--- src/rtl/calc_core_param.sv ---
// Parametrised register-file calculator: IDLE->READ->EXEC->WB->FIN, one instruction per Go.
// Go sampled at edge k, result/flags written at edge k+3, DONE pulses for one cycle after that.
module calc_core_param #(
    parameter int WIDTH = 3,
    parameter int DEPTH = 4,
    localparam int AW = (DEPTH > 1) ? $clog2(DEPTH) : 1
) (
    input  logic             CLK,
    input  logic             RST,
    input  logic             Go,
    input  logic [2:0]       Op,
    input  logic [WIDTH-1:0] in1,
    input  logic [AW-1:0]    ra,
    input  logic [AW-1:0]    rb,
    input  logic [AW-1:0]    wd,
    output logic [WIDTH-1:0] out,
    output logic             carry,
    output logic             zero,
    output logic             err,
    output logic             BUSY,
    output logic             DONE,
    output logic [2:0]       cso
);

    typedef enum logic [2:0] {
        S_IDLE = 3'd0,
        S_READ = 3'd1,
        S_EXEC = 3'd2,
        S_WB   = 3'd3,
        S_FIN  = 3'd4
    } state_t;

    state_t           state_q, state_d;
    logic [2:0]       op_q;
    logic [WIDTH-1:0] in1_q;
    logic [AW-1:0]    ra_q, rb_q, wd_q;
    logic [WIDTH-1:0] opa_q, opb_q;
    logic [WIDTH-1:0] res_q, res_d;
    logic             c_q, c_d;
    logic             e_q, e_d;
    logic [WIDTH-1:0] regs_q [DEPTH];
    logic [WIDTH-1:0] out_q;
    logic             carry_q, zero_q, err_q;
    logic [WIDTH:0]   sum_w, diff_w;

    always_comb begin
        state_d = S_IDLE;
        case (state_q)
            S_IDLE:  state_d = Go ? S_READ : S_IDLE;
            S_READ:  state_d = S_EXEC;
            S_EXEC:  state_d = S_WB;
            S_WB:    state_d = S_FIN;
            S_FIN:   state_d = S_IDLE;
            default: state_d = S_IDLE;
        endcase
    end

    // Top bit of the widened difference is the unsigned borrow.
    assign sum_w  = {1'b0, opa_q} + {1'b0, opb_q};
    assign diff_w = {1'b0, opa_q} - {1'b0, opb_q};

    always_comb begin
        res_d = '0;
        c_d   = 1'b0;
        e_d   = 1'b0;
        case (op_q)
            3'b000: res_d = opa_q ^ opb_q;
            3'b001: res_d = opa_q & opb_q;
            3'b010: begin
                res_d = diff_w[WIDTH-1:0];
                c_d   = diff_w[WIDTH];
            end
            3'b011: begin
                res_d = sum_w[WIDTH-1:0];
                c_d   = sum_w[WIDTH];
            end
            3'b100: res_d = opa_q | opb_q;
            3'b101: res_d = in1_q;
            3'b110: res_d = opa_q;
            default: e_d = 1'b1;
        endcase
    end

    always_ff @(posedge CLK or negedge RST) begin
        if (!RST) begin
            state_q <= S_IDLE;
            op_q    <= '0;
            in1_q   <= '0;
            ra_q    <= '0;
            rb_q    <= '0;
            wd_q    <= '0;
            opa_q   <= '0;
            opb_q   <= '0;
            res_q   <= '0;
            c_q     <= 1'b0;
            e_q     <= 1'b0;
            out_q   <= '0;
            carry_q <= 1'b0;
            zero_q  <= 1'b0;
            err_q   <= 1'b0;
            for (int i = 0; i < DEPTH; i++) begin
                regs_q[i] <= '0;
            end
        end else begin
            state_q <= state_d;
            if (state_q == S_IDLE && Go) begin
                op_q  <= Op;
                in1_q <= in1;
                ra_q  <= ra;
                rb_q  <= rb;
                wd_q  <= wd;
            end
            if (state_q == S_READ) begin
                opa_q <= regs_q[ra_q];
                opb_q <= regs_q[rb_q];
            end
            if (state_q == S_EXEC) begin
                res_q <= res_d;
                c_q   <= c_d;
                e_q   <= e_d;
            end
            // A reserved op only raises err; architectural state is left untouched.
            if (state_q == S_WB) begin
                if (e_q) begin
                    err_q <= 1'b1;
                end else begin
                    regs_q[wd_q] <= res_q;
                    out_q        <= res_q;
                    carry_q      <= c_q;
                    zero_q       <= (res_q == '0);
                    err_q        <= 1'b0;
                end
            end
        end
    end

    assign out   = out_q;
    assign carry = carry_q;
    assign zero  = zero_q;
    assign err   = err_q;
    assign BUSY  = (state_q != S_IDLE);
    assign DONE  = (state_q == S_FIN);
    assign cso   = state_q;

endmodule

--- config.mk ---
export PLATFORM = sky130hd
export DESIGN_NAME = calc_core_param
export DESIGN_NICKNAME = d
export VERILOG_FILES = /design/src/rtl/calc_core_param.sv
export SDC_FILE = /design/constraint.sdc
export NUM_CORES = 1
export LEC_CHECK = 0
export CAP_MARGIN = 20
export CELL_PAD_IN_SITES_DETAIL_PLACEMENT = 0
export CELL_PAD_IN_SITES_GLOBAL_PLACEMENT = 1
export CORE_UTILIZATION = 39
export DETAILED_ROUTE_END_ITERATION = 7
export HOLD_SLACK_MARGIN = 0.08
export PLACE_DENSITY = 0.81
export SYNTH_ARGS = -nofsm -noshare
export SYNTH_HDL_FRONTEND = slang
export SYNTH_SLANG_ARGS = --single-unit
export TNS_END_PERCENT = 20
--- constraint.sdc ---
create_clock -name CLK -period 1.8 [get_ports CLK]
set_input_delay 0.36 -clock CLK [delete_from_list [all_inputs] [get_ports CLK]]
set_output_delay 0.36 -clock CLK [all_outputs]
set_load 0.05 [all_outputs]
==> flow_summary.json, run 1 <==
{
  "pin_count": 26,
  "max-cap-violations": 0,
  "clk_path_buf_depth": 2,
  "fin_setup_tns_ns": -0.0639,
  "cp_max_fo": 2,
  "cp-end-kind": "register",
  "synth_top_area_share_pct": 48.8,
  "numPortBuffers": 25,
  "antenna_found_initial": 0,
  "path_class": "reg2reg",
  "met2_usage_pct": 25.9,
  "cts_made_buffers": 5,
  "cts_tree": "done",
  "synth_ff_type": "dfrtp_1",
  "fin_crit_sh_pct": 102,
  "rows": 27,
  "clkLatencyLatePin_ns": 0.30,
  "yosysTopAreaCell": "dfrtp_1",
  "place_area_um2": 2700,
  "multi_input_area_um2": 1130,
  "final_layout_size_suffix_gt1_share_pct": 33.9,
  "final_max_slew_viol_count": 0,
  "routed_wl_mm": 4.49,
  "yosysMostFrequentCell": "dfrtp_1",
  "postSynthNetCount": 212,
  "final_area_um2": 2830,
  "finClkSkew_ns": 0.00834,
  "worst_slew_pin_slew_ns": 0.371,
  "synth_seq_cells": 44,
  "fp.coreArea_um2": 5540,
  "synth.distinct_cells": 40,
  "dr.pass1.iters": 4,
  "grt_use_met1_pct": 22.3,
  "grt_pass1_vias": 1547,
  "root_buffer": "clkbuf_8",
  "arrival_ns": 2.02,
  "drc": 0,
  "grt_usage_pct": 16.3,
  "seqCellArea_um2": 1100,
  "syn_area_um2": 2260,
  "post_synth.cell_area_avg_um2": 12.1,
  "vias": 1537,
  "hp-class": "reg2reg",
  "power.density_nw_per_um2": 1730,
  "slew_headroom_pct": 75.3,
  "async_flop_share_pct": 100,
  "yosys_warnings": 0,
  "via_per_inst": 5.14,
  "cts_htree_levels": 2,
  "failed_checks": "setup timing",
  "numClockSinks": 44,
  "die_y_um": 78.1,
  "start_util_pct": 40.7,
  "drt-initial-drc-count": 36,
  "period_needed_ns": 1.83,
  "n_fill_cell": 521,
  "finalHoldViolations": 0,
  "grt-busiest-layer": "met2",
  "fin_ws_ns": -0.0320,
  "hpwl_mm": 3.28,
  "netlist_instances": 186,
  "p_leak_nw": 1.27,
  "synth_common_cells": "dfrtp_1 (44), mux2_2 (25), nand2_1 (23)",
  "synth-edff-count": 0,
  "chipWidth_um": 78.1,
  "setup_viol": 2,
  "outcome": "finished with violations",
  "grtUsageMet3_pct": 3.95,
  "fmax_mhz": 546,
  "grt_start_max_net_pins": 30,
  "wl_per_cell_um": 15.0,
  "rsz0062_at_grt": "yes",
  "yosysSeqAreaShare_pct": 48.8,
  "drtAntennaViolNets": 0,
  "n_antenna_cell": 0,
  "start_kind": "register",
  "ir_worst_vdd_uv": 991,
  "dieArea_um2": 6100,
  "required_ns": 1.98,
  "clkTransAtPathRegs_ns": 0.09,
  "ys_top_cells_by_area": "dfrtp_1 (49%), mux2_2 (12%), mux4_2 (6.0%)",
  "grt-ovfl-total": 0,
  "syn2layout_area_growth_pct": 25.2,
  "final_nets": 252,
  "grt_pass1_wl_mm": 7.65,
  "gp_congestion": 0.767
}
==> worst paths after layout <==
check,start,endpoint,slack (ns),depth (start not counted)
max,opb_q[0]$_DFFE_PN0P_,res_q[1]$_DFFE_PN0N_,-0.03,6
min,out[2]$_DFFE_PN0P_,out[2]$_DFFE_PN0P_,0.49,2
max reg2reg,opb_q[0]$_DFFE_PN0P_,res_q[1]$_DFFE_PN0N_,-0.03,6
min reg2reg,out[2]$_DFFE_PN0P_,out[2]$_DFFE_PN0P_,0.49,2
max in group asynchronous,RST,e_q$_DFFE_PN0N_,0.83,3
min in group asynchronous,RST,out[1]$_DFFE_PN0P_,0.51,2
==> registers in the layout, indices dropped and copies added, names as in the netlist <==
signal	count
err	1
opb_q	3
in1_q	3
cso	3
c_q	1
rb_q	2
res_q	3
ra_q	2
regs_q	12
wd_q	2
zero	1
e_q	1
out	3
carry	1
op_q	3
opa_q	3
==> metrics by stage <==
| step | power (mW) | cells | hold WS [ns] | setup WS (ns) | util (%) |
|---|---|---|---|---|---|
| 2_1_floorplan | 3.49 | 186 | 0.0644 | -0.0356 | - |
| 3_3_place_gp | 4.19 | 289 | 0.296 | -0.0494 | 48.7 |
| 3_5_place_dp | 4.25 | 289 | 0.299 | -0.107 | 48.7 |
| 4_1_cts | 4.94 | 299 | 0.495 | -0.0490 | 50.9 |
| 5_1_grt | 5.22 | 299 | 0.506 | -0.110 | 51.0 |
| 6_report | 4.90 | 299 | 0.491 | -0.0320 | 51.0 |
==> what timing repair did <==
item                       CTS  global route
hold buffers                 1             0
hold endpoints to repair    15             0
setup endpoints to repair    1             2
gates resized for setup      3             1
pin swaps                    3             0
setup buffers                1             0
==> report_power, final <==
part	internal, mW	switching [mW]	leakage, nW
registers	1.42	0.466	0.565
clock network	0.312	0.335	0.0445
logic	1.18	1.19	0.665
total	2.91	1.99	1.27
==> critical path: stages, from the launching register on <==
cell and delay (ns):
dfrtp_1 0.39, ha_2 0.19, fa_1 0.43, mux2_4 0.27, a21oi_2 0.12, o221ai_1 0.11
a22o_1 0.20
==> routing by layer <==
| layer | routed length (um) | part of all wire, % | up-vias |
|---|---|---|---|
| met5 | 0 | 0 | - |
| met4 | 53 | 1.2 | 0 |
| met3 | 163 | 3.6 | 7 |
| met2 | 2180 | 49 | 29 |
| met1 | 2090 | 47 | 765 |
| li1 | - | - | 736 |
==> final cells by class <==
class / count / share of cell area (%)
multi-input cells: 125 / 39.9
clock inverters: 1 / 0.266
flip-flops and latches: 44 / 39.1
well taps: 72 / 3.19
repair buffers: 40 / 13.1
clock buffers: 7 / 3.06
inverters: 10 / 1.33
==> cell families after synthesis <==
logic type	Yosys count	synth area share, %
adder cells (fa/ha/maj)	11	6.76
XOR/XNOR	2	0.776
AO/OA/AOI/OAI	26	7.65
AND/OR/NAND/NOR	53	13.3
buffers and inverters	17	3.38
flip-flops	44	48.8
multiplexers	33	19.3
==> cells in the final DEF (no fill, tap or decap), drive strengths merged, types with 2 or more instances in the layout <==
cell type	count
ha	9
dfrtp	44
clkdlybuf4s50	13
nand2b	5
mux4	6
mux2i	2
clkbuf	7
fa	2
a21oi	4
o21ai	10
buf	26
mux2	25
o221ai	2
inv	10
nor2	7
nand3	2
nand3b	4
or3b	2
nand2	24
nor3b	3
or3	2
nor3	2
Note: power is estimated with default switching activity, not from simulation.
==> run 2: changes to the inputs <==
- CORE_MARGIN: unset -> 2
==> flow_summary.json, run 2 (synthesized netlist as in run 1, its figures left out) <==
{
  "outcome": "finished with violations",
  "failed_checks": "setup timing",
  "dr_wl_met3_um": 136,
  "clkTransAtPathRegs_ns": 0.09,
  "dp_cells": 290,
  "wl_per_cell_um": 15.1,
  "gp_congestion": 0.863,
  "cpPeakStageDelay_ns": 0.42,
  "worst_slew_pin_slew_ns": 0.444,
  "multi_input_area_um2": 1130,
  "grt_usage_pct": 15.9,
  "postCtsSetupBuffers": 0,
  "max-cap-violations": 0,
  "root_buffer": "clkbuf_8",
  "dr.pass1.iters": 4,
  "holdWs_ns": 0.489,
  "fp.coreArea_um2": 5540,
  "required_ns": 2.00,
  "grt-ovfl-total": 0,
  "p_sw_mw": 2.04,
  "die_y_um": 80.1,
  "cp_max_fo": 2,
  "via_per_inst": 5.26,
  "cp-end-kind": "register",
  "setup_viol": 1,
  "numPortBuffers": 25,
  "finalHoldViolations": 0,
  "clkPwrFrac_pct": 15.7,
  "slew_headroom_pct": 70.4,
  "fin_crit_sh_pct": 100,
  "hp-class": "reg2reg",
  "power.density_nw_per_um2": 1770,
  "final_nets": 252,
  "power_frac_seq_pct": 37.8,
  "met2_length_mm": 2.18,
  "clk_path_buf_depth": 2,
  "drtAntennaViolNets": 0,
  "highest_layer": "met4",
  "numClockSinks": 44,
  "clkLatencyLatePin_ns": 0.31,
  "drc": 0,
  "final_layout_size_suffix_gt1_share_pct": 34.8,
  "final_cell_mix": "dfrtp_1 (41), nand2_1 (23), buf_4 (21), mux2_2 (18), clkdlybuf4s50_1 (13)",
  "internal_power_mw": 3.02,
  "largest_register": "regs_q",
  "fin_ws_ns": -0.00870,
  "syn2layout_area_growth_pct": 26.4,
  "arrival_ns": 2.01,
  "vias": 1573,
  "n_antenna_cell": 0,
  "cts_htree_levels": 2,
  "chipWidth_um": 80.1,
  "antenna_found_initial": 0,
  "cts_made_buffers": 5,
  "wl_met1_mm": 2.12,
  "grt_pass1_wl_mm": 7.67,
  "fmax_mhz": 553,
  "final_area_um2": 2850,
  "hpwl_mm": 3.33,
  "start_util_pct": 40.7,
  "fin_cells": 299,
  "rsz0062_at_grt": "yes",
  "place_area_um2": 2710,
  "worstPathCellList": "ha_2 -> fa_1 -> mux2_4 -> a21oi_2 -> o221ai_1 -> a22o_1",
  "dieArea_um2": 6410,
  "p_leak_nw": 1.28,
  "finClkSkew_ns": 0.00407,
  "period_needed_ns": 1.81,
  "drt-initial-drc-count": 53,
  "dp_slack_ns": -0.0856,
  "cts_tree": "done",
  "ir_worst_vdd_uv": 1170,
  "path_class": "reg2reg",
  "fin_setup_tns_ns": -0.00870,
  "rows": 27,
  "start_kind": "register",
  "seqCellArea_um2": 1100,
  "p_comb_share_pct": 46.5,
  "pin_count": 26,
  "final_max_slew_viol_count": 0,
  "n_fill_cell": 523,
  "grt_pass1_vias": 1612,
  "layout_commonest_cell": "dfrtp_1",
  "largest_register_ffs": 12,
  "swShare_pct": 40.3,
  "grt_start_max_net_pins": 27,
  "routed_wl_mm": 4.51,
  "crit_slowest_cell": "fa_1"
}
==> run 2: metal layers <==
metal	vias to the layer above	track usage (%)
li1	740	-
met1	799	20.7
met2	27	25.3
met3	7	3.71
met4	0	6.61
met5	-	0
==> run 2: timing repair <==
| action | CTS | global route |
|---|---|---|
| resized for setup | 3 | 3 |
| pin swaps | 3 | 1 |
| hold buffers | 1 | 0 |
| setup endpoints to repair | 1 | 3 |
| hold endpoints to repair | 18 | 0 |
==> run 2: through the flow <==
step	total power, mW	utilization [%]
after floorplan	3.49	-
after CTS	5.08	51.3
after detailed placement	4.25	48.8
after global routing	5.39	51.5
final	5.06	51.5
after global placement	4.20	48.8
==> run 2: final timing paths <==
kind                                      start              endpoint  slack (ns)  cells after the start
min reg2reg                  out[0]$_DFFE_PN0P_    out[0]$_DFFE_PN0P_        0.49                      2
min in group asynchronous                   RST   rb_q[0]$_DFFE_PN0P_        0.51                      2
max                        opb_q[0]$_DFFE_PN0P_  res_q[1]$_DFFE_PN0N_      -0.009                      6
max in group asynchronous                   RST      cso[0]$_DFF_PN0_        0.78                      3
max reg2reg                opb_q[0]$_DFFE_PN0P_  res_q[1]$_DFFE_PN0N_      -0.009                      6
min                          out[0]$_DFFE_PN0P_    out[0]$_DFFE_PN0P_        0.49                      2
==> run 2: final cells by class <==
type / count / area share [%]
Inverter: 10 / 1.32
Tap cell: 72 / 3.16
Clock buffer: 5 / 2.41
Multi-Input combinational cell: 125 / 39.6
Clock inverter: 3 / 1.62
Timing Repair Buffer: 40 / 13.1
Sequential cell: 44 / 38.7
==> run 2: worst max-delay path, delay by kind of cell, from the launching register on <==
family,cells,cell delay (ns)
adder cells (fa/ha/maj),2,0.62
multiplexers,1,0.27
AO/OA/AOI/OAI,3,0.43
flip-flops,1,0.39
==> run 2: power by group through the flow <==
stage	Combinational (mW)	Clock, mW	Sequential (mW)
finish	2.35	0.795	1.91
floorplan	1.43	0	2.07
detailed placement	2.32	0	1.93
CTS	2.34	0.818	1.91
global route	2.54	0.857	1.99
global placement	2.29	0	1.91
==> run 3: changes to the inputs <==
- CAP_MARGIN: 20 -> unset
- PLACE_DENSITY: 0.81 -> unset
- PLACE_DENSITY_LB_ADDON: unset -> 0.1
- clock period: 1.8 -> 1.95 ns (I/O delays scaled with it)
==> flow_summary.json, run 3 (synthesized netlist as in run 1, its figures left out) <==
{
  "period_needed_ns": 1.87,
  "dieArea_um2": 6410,
  "drtAntennaViolNets": 0,
  "fp.coreArea_um2": 5540,
  "final_max_slew_viol_count": 0,
  "internal_power_mw": 2.71,
  "gp_congestion": 0.841,
  "syn2layout_area_growth_pct": 23.8,
  "final_layout_size_suffix_gt1_share_pct": 29.6,
  "grt_pass1_wl_mm": 7.91,
  "hp-class": "reg2reg",
  "fin_crit_sh_pct": 95.7,
  "outcome": "complete, no violations",
  "clkTransAtPathRegs_ns": 0.08,
  "n_antenna_cell": 0,
  "root_buffer": "clkbuf_8",
  "final_cell_mix": "dfrtp_1 (42), mux2_2 (25), nand2_1 (23), clkdlybuf4s50_1 (19), buf_4 (12)",
  "wl_per_cell_um": 15.8,
  "cts_made_buffers": 5,
  "final_nets": 248,
  "worst_slew_pin_slew_ns": 0.535,
  "layout_commonest_cell": "dfrtp_1",
  "drt-initial-drc-count": 82,
  "grt_start_max_net_pins": 24,
  "grt_usage_pct": 16.3,
  "clkPwrFrac_pct": 15.2,
  "multi_input_area_um2": 1100,
  "cts_tree": "done",
  "ir_worst_vdd_uv": 819,
  "hpwl_mm": 3.49,
  "critPathTopFamily": "buffers and inverters",
  "max-cap-violations": 0,
  "cpPeakStageDelay_ns": 0.81,
  "p_sw_mw": 1.83,
  "required_ns": 1.56,
  "swShare_pct": 40.3,
  "via_per_inst": 5.27,
  "path_class": "reg2out",
  "p_leak_nw": 1.23,
  "setup_viol": 0,
  "power_frac_seq_pct": 38.2,
  "fin_setup_tns_ns": 0,
  "rows": 27,
  "numPortBuffers": 25,
  "chipWidth_um": 80.1,
  "rsz0062_at_grt": "no",
  "worstPathCellList": "clkdlybuf4s50_1",
  "start_kind": "register",
  "dp_slack_ns": 0.0376,
  "antenna_found_initial": 0,
  "slew_headroom_pct": 64.3,
  "numClockSinks": 44,
  "cts_htree_levels": 2,
  "cp_max_fo": 2,
  "arrival_ns": 1.48,
  "n_fill_cell": 524,
  "cp-end-kind": "output port",
  "fmax_mhz": 536,
  "finalHoldViolations": 0,
  "die_y_um": 80.1,
  "power.density_nw_per_um2": 1630,
  "drc": 0,
  "dr.pass1.iters": 4,
  "pin_count": 26,
  "grt_pass1_vias": 1589,
  "seqCellArea_um2": 1100,
  "grt-ovfl-total": 0,
  "clkLatencyLatePin_ns": 0.30,
  "largest_register_ffs": 12,
  "routed_wl_mm": 4.67,
  "finClkSkew_ns": 0.00817,
  "fin_ws_ns": 0.0831,
  "largest_register": "regs_q",
  "crit_slowest_cell": "clkdlybuf4s50_1",
  "cp_num_buf_inv": 1,
  "p_comb_share_pct": 46.6,
  "start_util_pct": 40.7,
  "clk_path_buf_depth": 2,
  "vias": 1554
}
[run 3: changes by cell type in the layout (fill, tap and decap cells not counted), sizes merged]
cell,before,now
inv,11,10
clkinv,0,1
clkdlybuf4s50,13,19
buf,26,16
[run 3: area by class of cell]
| cell class | instances | area share [%] |
|---|---|---|
| tap | 72 | 3.22 |
| timing repair buffer | 36 | 12.7 |
| multi-input combinational | 125 | 39.2 |
| sequential | 44 | 39.5 |
| clock buffer | 5 | 2.46 |
| inverter | 10 | 1.34 |
| clock inverter | 3 | 1.52 |
[run 3: layer usage]
| metal | vias to the layer above | wire (um) | track usage [%] |
|---|---|---|---|
| met4 | 0 | 71 | 4.58 |
| li1 | 726 | - | - |
| met3 | 11 | 152 | 4.16 |
| met1 | 783 | 2100 | 22.1 |
| met2 | 34 | 2350 | 26.2 |
| met5 | - | 0 | 0 |
[run 3: final timing paths]
check	start	to	slack (ns)	cells after the start
max	carry$_DFFE_PN0P_	carry	0.08	1
min	c_q$_DFFE_PN0N_	carry$_DFFE_PN0P_	0.49	2
max reg2reg	opb_q[0]$_DFFE_PN0P_	res_q[1]$_DFFE_PN0N_	0.09	6
min reg2reg	c_q$_DFFE_PN0N_	carry$_DFFE_PN0P_	0.49	2
max in group asynchronous	RST	ra_q[1]$_DFFE_PN0P_	0.84	3
min in group asynchronous	RST	err$_DFFE_PN0P_	0.60	2
[run 3: power by group through the flow]
stage | Combinational, mW | Sequential, mW | Clock, mW
4_1_cts | 2.12 | 1.74 | 0.716
3_3_place_gp | 2.08 | 1.73 | 0
5_1_grt | 2.31 | 1.81 | 0.759
3_5_place_dp | 2.10 | 1.76 | 0
2_1_floorplan | 1.26 | 1.90 | 0
6_report | 2.12 | 1.74 | 0.691
[run 3: timing repair]
item,CTS,global route
endpoints found under the setup margin,0,1
hold endpoints to repair,17,0
hold buffers,1,0
buffers inserted,0,1
gates resized for setup,0,2
[run 3: metrics by stage]
step / hold WS (ns) / util [%] / power, mW / instances / area [um^2]
6_report: 0.494 / 50.4 / 4.54 / 295 / 2790
5_1_grt: 0.534 / 50.4 / 4.88 / 295 / 2790
4_1_cts: 0.498 / 50.2 / 4.58 / 294 / 2780
3_5_place_dp: 0.402 / 48.0 / 3.86 / 285 / 2660
3_3_place_gp: 0.393 / 48.0 / 3.82 / 285 / 2660
2_1_floorplan: 0.0944 / - / 3.16 / 186 / 2270
[run 3: tightest hold or removal path, cell delays in order, from the launching register on]
cell and delay [ns]:
dfrtp_1 0.36, nand2_1 0.05, nand2_1 0.05
